**src/rtl/receiver_controller.sv**
```systemverilog
// 8N1 serial receiver with 16x oversampling, selectable baud divisor,
// framing-error detection and a single-byte holding register with overrun.
module receiver_controller #(
  parameter int DIV_S0 = 651,
  parameter int DIV_S1 = 326,
  parameter int DIV_S2 = 163,
  parameter int DIV_S3 = 27
) (
  input  logic       clk_in,
  input  logic       reset,
  input  logic [1:0] S,
  input  logic       ser_in,
  input  logic       rd_ack,
  output logic [7:0] data_out,
  output logic       data_valid,
  output logic       framing_error,
  output logic       overrun,
  output logic       busy
);

  typedef enum logic [1:0] {
    IDLE,
    START,
    DATA,
    STOP
  } state_t;

  state_t      state;
  state_t      state_nx;
  logic        sync1;
  logic        rx_s;
  logic        rx_d;
  logic [1:0]  s_lat;
  logic [15:0] div;
  logic [15:0] tcnt;
  logic [3:0]  scnt;
  logic [2:0]  bcnt;
  logic [7:0]  shreg;
  logic        tick;
  logic        go_start;
  logic        clr_scnt;
  logic        sample_bit;
  logic        commit;
  logic        ferr;

  // Two-flop synchronizer plus one history flop for edge detection
  always_ff @(posedge clk_in or negedge reset) begin
    if (!reset) begin
      sync1 <= 1'b1;
      rx_s  <= 1'b1;
      rx_d  <= 1'b1;
    end else begin
      sync1 <= ser_in;
      rx_s  <= sync1;
      rx_d  <= rx_s;
    end
  end

  // Divisor chosen by the baud select captured at frame start
  always_comb begin
    div = 16'(DIV_S0);
    unique case (s_lat)
      2'b00: div = 16'(DIV_S0);
      2'b01: div = 16'(DIV_S1);
      2'b10: div = 16'(DIV_S2);
      2'b11: div = 16'(DIV_S3);
    endcase
  end

  assign tick = (state != IDLE) && (tcnt == div - 16'd1);
  assign busy = (state != IDLE);

  // State register
  always_ff @(posedge clk_in or negedge reset) begin
    if (!reset) state <= IDLE;
    else        state <= state_nx;
  end

  // Next-state and per-cycle control strobes
  always_comb begin
    state_nx   = state;
    go_start   = 1'b0;
    clr_scnt   = 1'b0;
    sample_bit = 1'b0;
    commit     = 1'b0;
    ferr       = 1'b0;
    unique case (state)
      IDLE: begin
        if (rx_d && !rx_s) begin
          state_nx = START;
          go_start = 1'b1;
        end
      end
      START: begin
        if (tick && scnt == 4'd7) begin
          if (!rx_s) begin
            state_nx = DATA;
            clr_scnt = 1'b1;
          end else begin
            state_nx = IDLE;
          end
        end
      end
      DATA: begin
        if (tick && scnt == 4'd15) begin
          sample_bit = 1'b1;
          if (bcnt == 3'd7) state_nx = STOP;
        end
      end
      STOP: begin
        if (tick && scnt == 4'd15) begin
          state_nx = IDLE;
          if (rx_s) commit = 1'b1;
          else      ferr   = 1'b1;
        end
      end
    endcase
  end

  // Tick, sample and bit counters; baud select capture
  always_ff @(posedge clk_in or negedge reset) begin
    if (!reset) begin
      tcnt  <= '0;
      scnt  <= '0;
      bcnt  <= '0;
      s_lat <= '0;
    end else if (state == IDLE) begin
      tcnt <= '0;
      scnt <= '0;
      bcnt <= '0;
      if (go_start) s_lat <= S;
    end else begin
      if (tick) begin
        tcnt <= '0;
        scnt <= clr_scnt ? 4'd0 : scnt + 4'd1;
      end else begin
        tcnt <= tcnt + 16'd1;
      end
      if (sample_bit) bcnt <= bcnt + 3'd1;
    end
  end

  // Data bit shift register, indexed LSB first
  always_ff @(posedge clk_in or negedge reset) begin
    if (!reset)          shreg <= '0;
    else if (sample_bit) shreg[bcnt] <= rx_s;
  end

  // Holding register, valid/overrun flags and framing-error pulse
  always_ff @(posedge clk_in or negedge reset) begin
    if (!reset) begin
      data_out      <= 8'h00;
      data_valid    <= 1'b0;
      overrun       <= 1'b0;
      framing_error <= 1'b0;
    end else begin
      framing_error <= ferr;
      if (commit) begin
        data_out   <= shreg;
        data_valid <= 1'b1;
        if (data_valid && !rd_ack) overrun <= 1'b1;
      end else if (rd_ack) begin
        data_valid <= 1'b0;
        overrun    <= 1'b0;
      end
    end
  end

endmodule
```
**config.mk**
```make
export PLATFORM = sky130hd
export DESIGN_NAME = receiver_controller
export DESIGN_NICKNAME = d
export VERILOG_FILES = /design/src/rtl/receiver_controller.sv
export SDC_FILE = /design/constraint.sdc
export NUM_CORES = 1
export LEC_CHECK = 0
export CORE_UTILIZATION = 35
export DETAILED_ROUTE_END_ITERATION = 10
export PLACE_DENSITY = 0.49
export RECOVER_POWER = 50
export SYNTH_ARGS = -nofsm -noshare
export SYNTH_HDL_FRONTEND = slang
export SYNTH_SLANG_ARGS = --single-unit
```
**constraint.sdc**
```tcl
create_clock -name clk_in -period 2.7 [get_ports clk_in]
set_input_delay 0.675 -clock clk_in [delete_from_list [all_inputs] [get_ports clk_in]]
set_output_delay 0.675 -clock clk_in [all_outputs]
set_load 0.005 [all_outputs]
```
==> results.sh, run 1 <==
export IMPL_outcome="finished, final reports clean"
export IMPL_io_pins=18
export IMPL_p_seq_frac=0.533
export IMPL_required_ns=2.03
export IMPL_layout_setup_ws_ns=0.221
export IMPL_synth_net_count=249
export IMPL_path_class="reg2out"
export IMPL_swShare=0.235
export IMPL_critPathLaunchType="register"
export IMPL_clock_latency_ns=0.31
export IMPL_ctsHtreeMaxLevel=2
export IMPL_pwr_density_cell_nw_per_um2=488
export IMPL_internal_power_uw=1080
export IMPL_chipWidth_um=86.6
export IMPL_clock_path_buffers=2
export IMPL_hold_violations=0
export IMPL_grt_pass1_vias=1762
export IMPL_syn_area_um2=2500
export IMPL_finalSetupTns_ns=0
export IMPL_nNetsFinal=271
export IMPL_port_buffers=17
export IMPL_grt_setup_unrepaired="false"
export IMPL_finalCritPeriodShare=0.918
export IMPL_antenna_cells=0
export IMPL_share_comb_of_total_power=0.075
export IMPL_vdd_drop_max_mv=0.279
export IMPL_cts_clk_slew_worst_paths_ns=0.10
export IMPL_cts_tree="built"
export IMPL_ant_nets=0
export IMPL_p_clk_frac=0.392
export IMPL_ys_ff_latch=49
export IMPL_holdBufCountCts=0
export IMPL_netSwitchingPower_uw=332
export IMPL_antenna_found_initial=0
export IMPL_yosysUniqueCellTypes=44
export IMPL_syn_to_final_growth_pct=15.7
export IMPL_die_y_um=86.6
export IMPL_synth_flop_cell="dfrtp_1"
export IMPL_cap_violations=0
export IMPL_grt_max_degree=24
export IMPL_drv_slew=0
export IMPL_synthArstFlopShare=1.00
export IMPL_drive_gt1_frac=0.109
export IMPL_fin_worst_skew_ns=0.0119
export IMPL_overflow=0
export IMPL_drtIter0Drc=39
export IMPL_tightestPinTransition_ns=1.25
export IMPL_grtUsageTotal=0.149
export IMPL_total_leakage_power_uw=0.00128
export IMPL_hp_class="reg2reg"
export IMPL_end_kind="primary output"
export IMPL_wl_um=4840
export IMPL_cts_inserted_buffers=5
export IMPL_synth_area_per_cell_um2=10.7
export IMPL_hpwl_um=3510
export IMPL_seq_area_frac_synth=0.491
export IMPL_start_util=0.365
export IMPL_vias=1780
export IMPL_drc_errors=0
export IMPL_setup_viol=0
export IMPL_path_max_fanout=10
export IMPL_post_cts_resized=0
export IMPL_globalplace_congestion=0.785
export IMPL_yosys_warnings=0
export IMPL_vias_per_cell=5.03
export IMPL_core_um2=6870
export IMPL_slew_headroom=0.166
export IMPL_preCtsSetupSlack_ns=0.417
export IMPL_firstDrtPassIters=5
export IMPL_cp_arrival_ns=1.80
export IMPL_root_buffer="clkbuf_8"
export IMPL_rows=30
export IMPL_synth_cells=235
export IMPL_wire_per_inst_um=13.7
export IMPL_dieArea_um2=7500
export IMPL_grt_first_pass_wirelength_um=8420
export IMPL_cts_sinks=49
export IMPL_cts_setup_buffers=0
export IMPL_synth_edf_count=0
export IMPL_max_freq_ghz=0.403
export IMPL_fin_crit_ns=2.48
[registers in the layout, summed over array words and instances (netlist names), named ones only]
register	count
bcnt	3
data_out	8
data_valid	1
framing_error	1
overrun	1
rx_d	1
rx_s	1
s_lat	2
scnt	4
shreg	8
state	1
sync1	1
tcnt	16
[layout by cell type, fill, tap and decap left out, types with 2 or more instances in the layout]
cell / n
a31oi_1: 5
dlygate4sd3_1: 2
clkdlybuf4s50_1: 14
a21oi_1: 2
xnor2_1: 12
o211ai_1: 2
ha_1: 8
mux2_4: 8
inv_1: 9
nand4_1: 4
dfstp_2: 2
clkbuf_8: 6
mux2i_1: 2
nor2_1: 30
nand2b_1: 2
o21ai_0: 5
and3_1: 10
nor2b_1: 3
nand3_1: 16
xor2_1: 5
o311ai_0: 4
mux2_1: 8
nand3b_1: 2
dfrtp_1: 46
clkbuf_1: 3
and2_1: 5
nand2_1: 14
nor4_1: 3
nor3_1: 4
buf_4: 3
[layer usage]
metal  vias to the layer above  GRT usage  part of all wire  wire length [µm]
li1                        869          -                 -                 -
met1                       878      0.184              0.48              2330
met2                        26      0.247              0.48              2300
met3                         7     0.0371             0.027               130
met4                         0     0.0621             0.017                82
met5                         -          0                 0                 0
[path summary, 6_finish.rpt]
| kind | from | to | slack [ns] | depth (start not counted) |
|---|---|---|---|---|
| min in group asynchronous | reset | data_out[4]$_DFFE_PN0P_ | 0.60 | 1 |
| setup reg to reg | s_lat[0]$_DFFE_PN0P_ | data_out[2]$_DFFE_PN0P_ | 0.42 | 8 |
| hold reg to reg | sync1$_DFF_PN1_ | rx_s$_DFF_PN1_ | 0.36 | 0 |
| hold / removal | sync1$_DFF_PN1_ | rx_s$_DFF_PN1_ | 0.36 | 0 |
| max in group asynchronous | reset | scnt[2]$_DFFE_PN0P_ | 0.68 | 2 |
| setup / recovery | state[0]$_DFFE_PN0P_ | busy | 0.22 | 3 |
[power by group through the flow]
stage	sequential (µW)	clock [µW]	combinational [µW]
finish	755	554	106
global placement	770	0	111
CTS	756	575	111
floorplan	764	0	72.3
detailed placement	770	0	110
global route	757	607	121
[cells in the mapped netlist, types with 2 or more instances]
library cell	number	area share
inv_1	9	0.013
nor3_1	4	0.0080
nand2b_1	2	0.0050
and3_1	10	0.025
xnor2_1	12	0.042
o21ai_0	5	0.010
dfrtp_1	46	0.46
xor2_1	5	0.017
buf_4	2	0.0060
nor2b_1	3	0.0075
o311ai_0	4	0.014
nor4_1	3	0.0075
nand3_1	16	0.032
and2_1	5	0.012
a21oi_1	2	0.0040
nand4_1	4	0.010
a31oi_1	5	0.012
mux2_1	8	0.036
mux2i_1	2	0.0080
mux2_4	8	0.048
ha_1	8	0.040
nor2_1	30	0.045
nand3b_1	2	0.0060
nand2_1	14	0.021
o211ai_1	2	0.0060
dfstp_2	3	0.031
clkbuf_1	4	0.0060
[per-stage QoR]
stage	cell area, µm²	power [µW]	util	hold slack, ns	instances
2_1_floorplan	2500	836	-	0.345	235
3_3_place_gp	2790	880	0.406	0.346	346
3_5_place_dp	2790	880	0.406	0.347	346
4_1_cts	2910	1440	0.423	0.351	354
5_1_grt	2900	1490	0.422	0.375	354
6_report	2900	1420	0.422	0.364	354
[kinds of logic after synthesis]
kind of cell,Yosys count,share of synthesized area
compound gates,26,0.0759
xor+xnor,17,0.0594
fa+ha+maj,8,0.0400
buf+inv,16,0.0300
flops,49,0.491
mux,18,0.0919
simple gates,101,0.212
[final cells by class]
class,instances,area (µm²)
fill,662,3970
sequential,49,1230
multi-input combinational,170,1200
timing repair buffer,22,194
tap,96,120
clock buffer,6,82.6
clock inverter,2,37.5
inverter,9,33.8
[critical path, stage by stage, from the launching register on]
cell             delay [ns]
dfrtp_1                0.50
nor2_1                 0.33
inv_1                  0.18
clkdlybuf4s50_1        0.48
(Power assumes the default switching activity.)
==> run 2: changes to the inputs <==
--- a/config.mk
+++ b/config.mk
@@ -5,6 +5,7 @@
 export SDC_FILE = /design/constraint.sdc
 export NUM_CORES = 1
 export LEC_CHECK = 0
+export CORE_MARGIN = 2
 export CORE_UTILIZATION = 35
 export DETAILED_ROUTE_END_ITERATION = 10
 export PLACE_DENSITY = 0.49
==> results.sh, run 2 (synthesis results as in run 1) <==
export IMPL_outcome="complete, but fails checks"
export IMPL_violations="max-capacitance violations, max-slew violations"
export IMPL_overflow=0
export IMPL_ctsHtreeMaxLevel=2
export IMPL_antenna_found_initial=0
export IMPL_drc_errors=0
export IMPL_grt_pass1_vias=1747
export IMPL_largest_register="tcnt"
export IMPL_vias=1737
export IMPL_critPathLaunch="state[0]$_DFFE_PN0P_"
export IMPL_cp_num_buf_inv=2
export IMPL_cts_clk_slew_worst_paths_ns=0.09
export IMPL_drive_gt1_frac=0.101
export IMPL_holdBufCountCts=0
export IMPL_max_freq_ghz=0.411
export IMPL_hp_class="reg2reg"
export IMPL_pwr_density_cell_nw_per_um2=448
export IMPL_cts_setup_buffers=0
export IMPL_holdPathEnd="rx_s$_DFF_PN1_"
export IMPL_path_class="reg2out"
export IMPL_port_buffers=17
export IMPL_cts_inserted_buffers=5
export IMPL_dieArea_um2=7850
export IMPL_antenna_cells=0
export IMPL_r2r_slack_ns=0.39
export IMPL_path_max_fanout=10
export IMPL_whs_path_depth=0
export IMPL_drv_slew=31
export IMPL_hpwl_um=3610
export IMPL_reg_top3="tcnt: 16 flops, data_out: 8 flops, shreg: 8 flops"
export IMPL_setup_viol=0
export IMPL_drtIter0Drc=100
export IMPL_r2r_start="s_lat[0]$_DFFE_PN0P_"
export IMPL_grt_max_degree=31
export IMPL_rows=30
export IMPL_total_leakage_power_uw=0.00127
export IMPL_final_common_cell="dfrtp_1"
export IMPL_fin_worst_skew_ns=0.0130
export IMPL_vdd_drop_max_mv=0.255
export IMPL_cts_tree="built"
export IMPL_clock_latency_ns=0.30
export IMPL_grt_setup_unrepaired="false"
export IMPL_largest_register_ffs=16
export IMPL_utilization=0.417
export IMPL_fin_hold_ws_ns=0.368
export IMPL_hold_violations=0
export IMPL_grtUsageTotal=0.140
export IMPL_io_pins=18
export IMPL_ant_nets=0
export IMPL_final_area_um2=2860
export IMPL_start_util=0.365
export IMPL_syn_to_final_growth_pct=14.2
export IMPL_hp_start="sync1$_DFF_PN1_"
export IMPL_clock_path_buffers=2
export IMPL_cp_depth=3
export IMPL_critPathLaunchType="register"
export IMPL_core_um2=6870
export IMPL_reg2regPathDepth=8
export IMPL_cp_arrival_ns=1.76
export IMPL_tightestPinTransition_ns=1.59
export IMPL_slowest_delay_ns=0.48
export IMPL_grt_first_pass_wirelength_um=8440
export IMPL_root_buffer="clkbuf_8"
export IMPL_post_cts_resized=0
export IMPL_nNetsFinal=271
export IMPL_finalCritPeriodShare=0.902
export IMPL_chipWidth_um=88.6
export IMPL_slowest_stage="dfrtp_1"
export IMPL_reg2reg_to="data_out[2]$_DFFE_PN0P_"
export IMPL_end_kind="primary output"
export IMPL_wire_per_inst_um=14.1
export IMPL_vias_per_cell=4.91
export IMPL_slew_headroom=-0.0580
export IMPL_fin_crit_ns=2.44
export IMPL_finalSetupTns_ns=0
export IMPL_firstDrtPassIters=4
export IMPL_post_dp_cell_area_um2=2790
export IMPL_cp_top_family="buffers and inverters"
export IMPL_cap_violations=1
export IMPL_cts_sinks=49
export IMPL_final_cell_mix="dfrtp_1, nor2_1, nand3_1"
export IMPL_die_y_um=88.6
export IMPL_path_cells="nor2_1 > inv_1 > clkdlybuf4s50_1"
export IMPL_required_ns=2.03
export IMPL_globalplace_congestion=0.758
export IMPL_wl_um=4980
[run 2: cell count changes in the layout (fill, tap and decap cells not counted)]
| cell | delta |
|---|---|
| bufinv_16 | -1 |
| clkbuf_1 | +2 |
| clkbuf_8 | -1 |
[run 2: report_power, final]
| group | leakage, µW | switching (µW) | internal [µW] |
|---|---|---|---|
| Combinational | 0.000557 | 68.5 | 38.2 |
| Sequential | 0.000670 | 11.0 | 744 |
| Clock | 0.0000385 | 238 | 184 |
[run 2: worst max path at each step]
stage | endpoint | slack, ns
3_5_place_dp | data_out[1]$_DFFE_PN0P_ | 0.41
6_report | busy | 0.26
2_1_floorplan | data_out[0]$_DFFE_PN0P_ | 0.66
3_3_place_gp | data_out[2]$_DFFE_PN0P_ | 0.43
5_1_grt | busy | 0.11
4_1_cts | busy | 0.25
[run 2: layout make-up]
type                       count  area (µm²)
fill                         680        4010
clock buffer                   7        76.3
inverter                       9        33.8
tap                           96         120
timing repair buffer          22         194
clock inverter                 1        7.51
sequential                    49        1230
multi-input combinational    170        1200
[run 2: metal layers]
layer  GRT usage  share of wire  vias to the layer above
met5           0              0                        -
met4      0.0537          0.015                        0
met3      0.0280          0.028                        7
met2       0.222           0.46                       27
met1       0.188           0.49                      831
li1            -              -                      872
[run 2: stage by stage]
| step | setup WS [ns] | std cells | total power, µW |
|---|---|---|---|
| finish | 0.264 | 354 | 1280 |
| global route | 0.106 | 354 | 1350 |
| CTS | 0.247 | 354 | 1320 |
| detailed placement | 0.409 | 346 | 881 |
| global placement | 0.431 | 346 | 880 |
| floorplan | 0.664 | 235 | 836 |
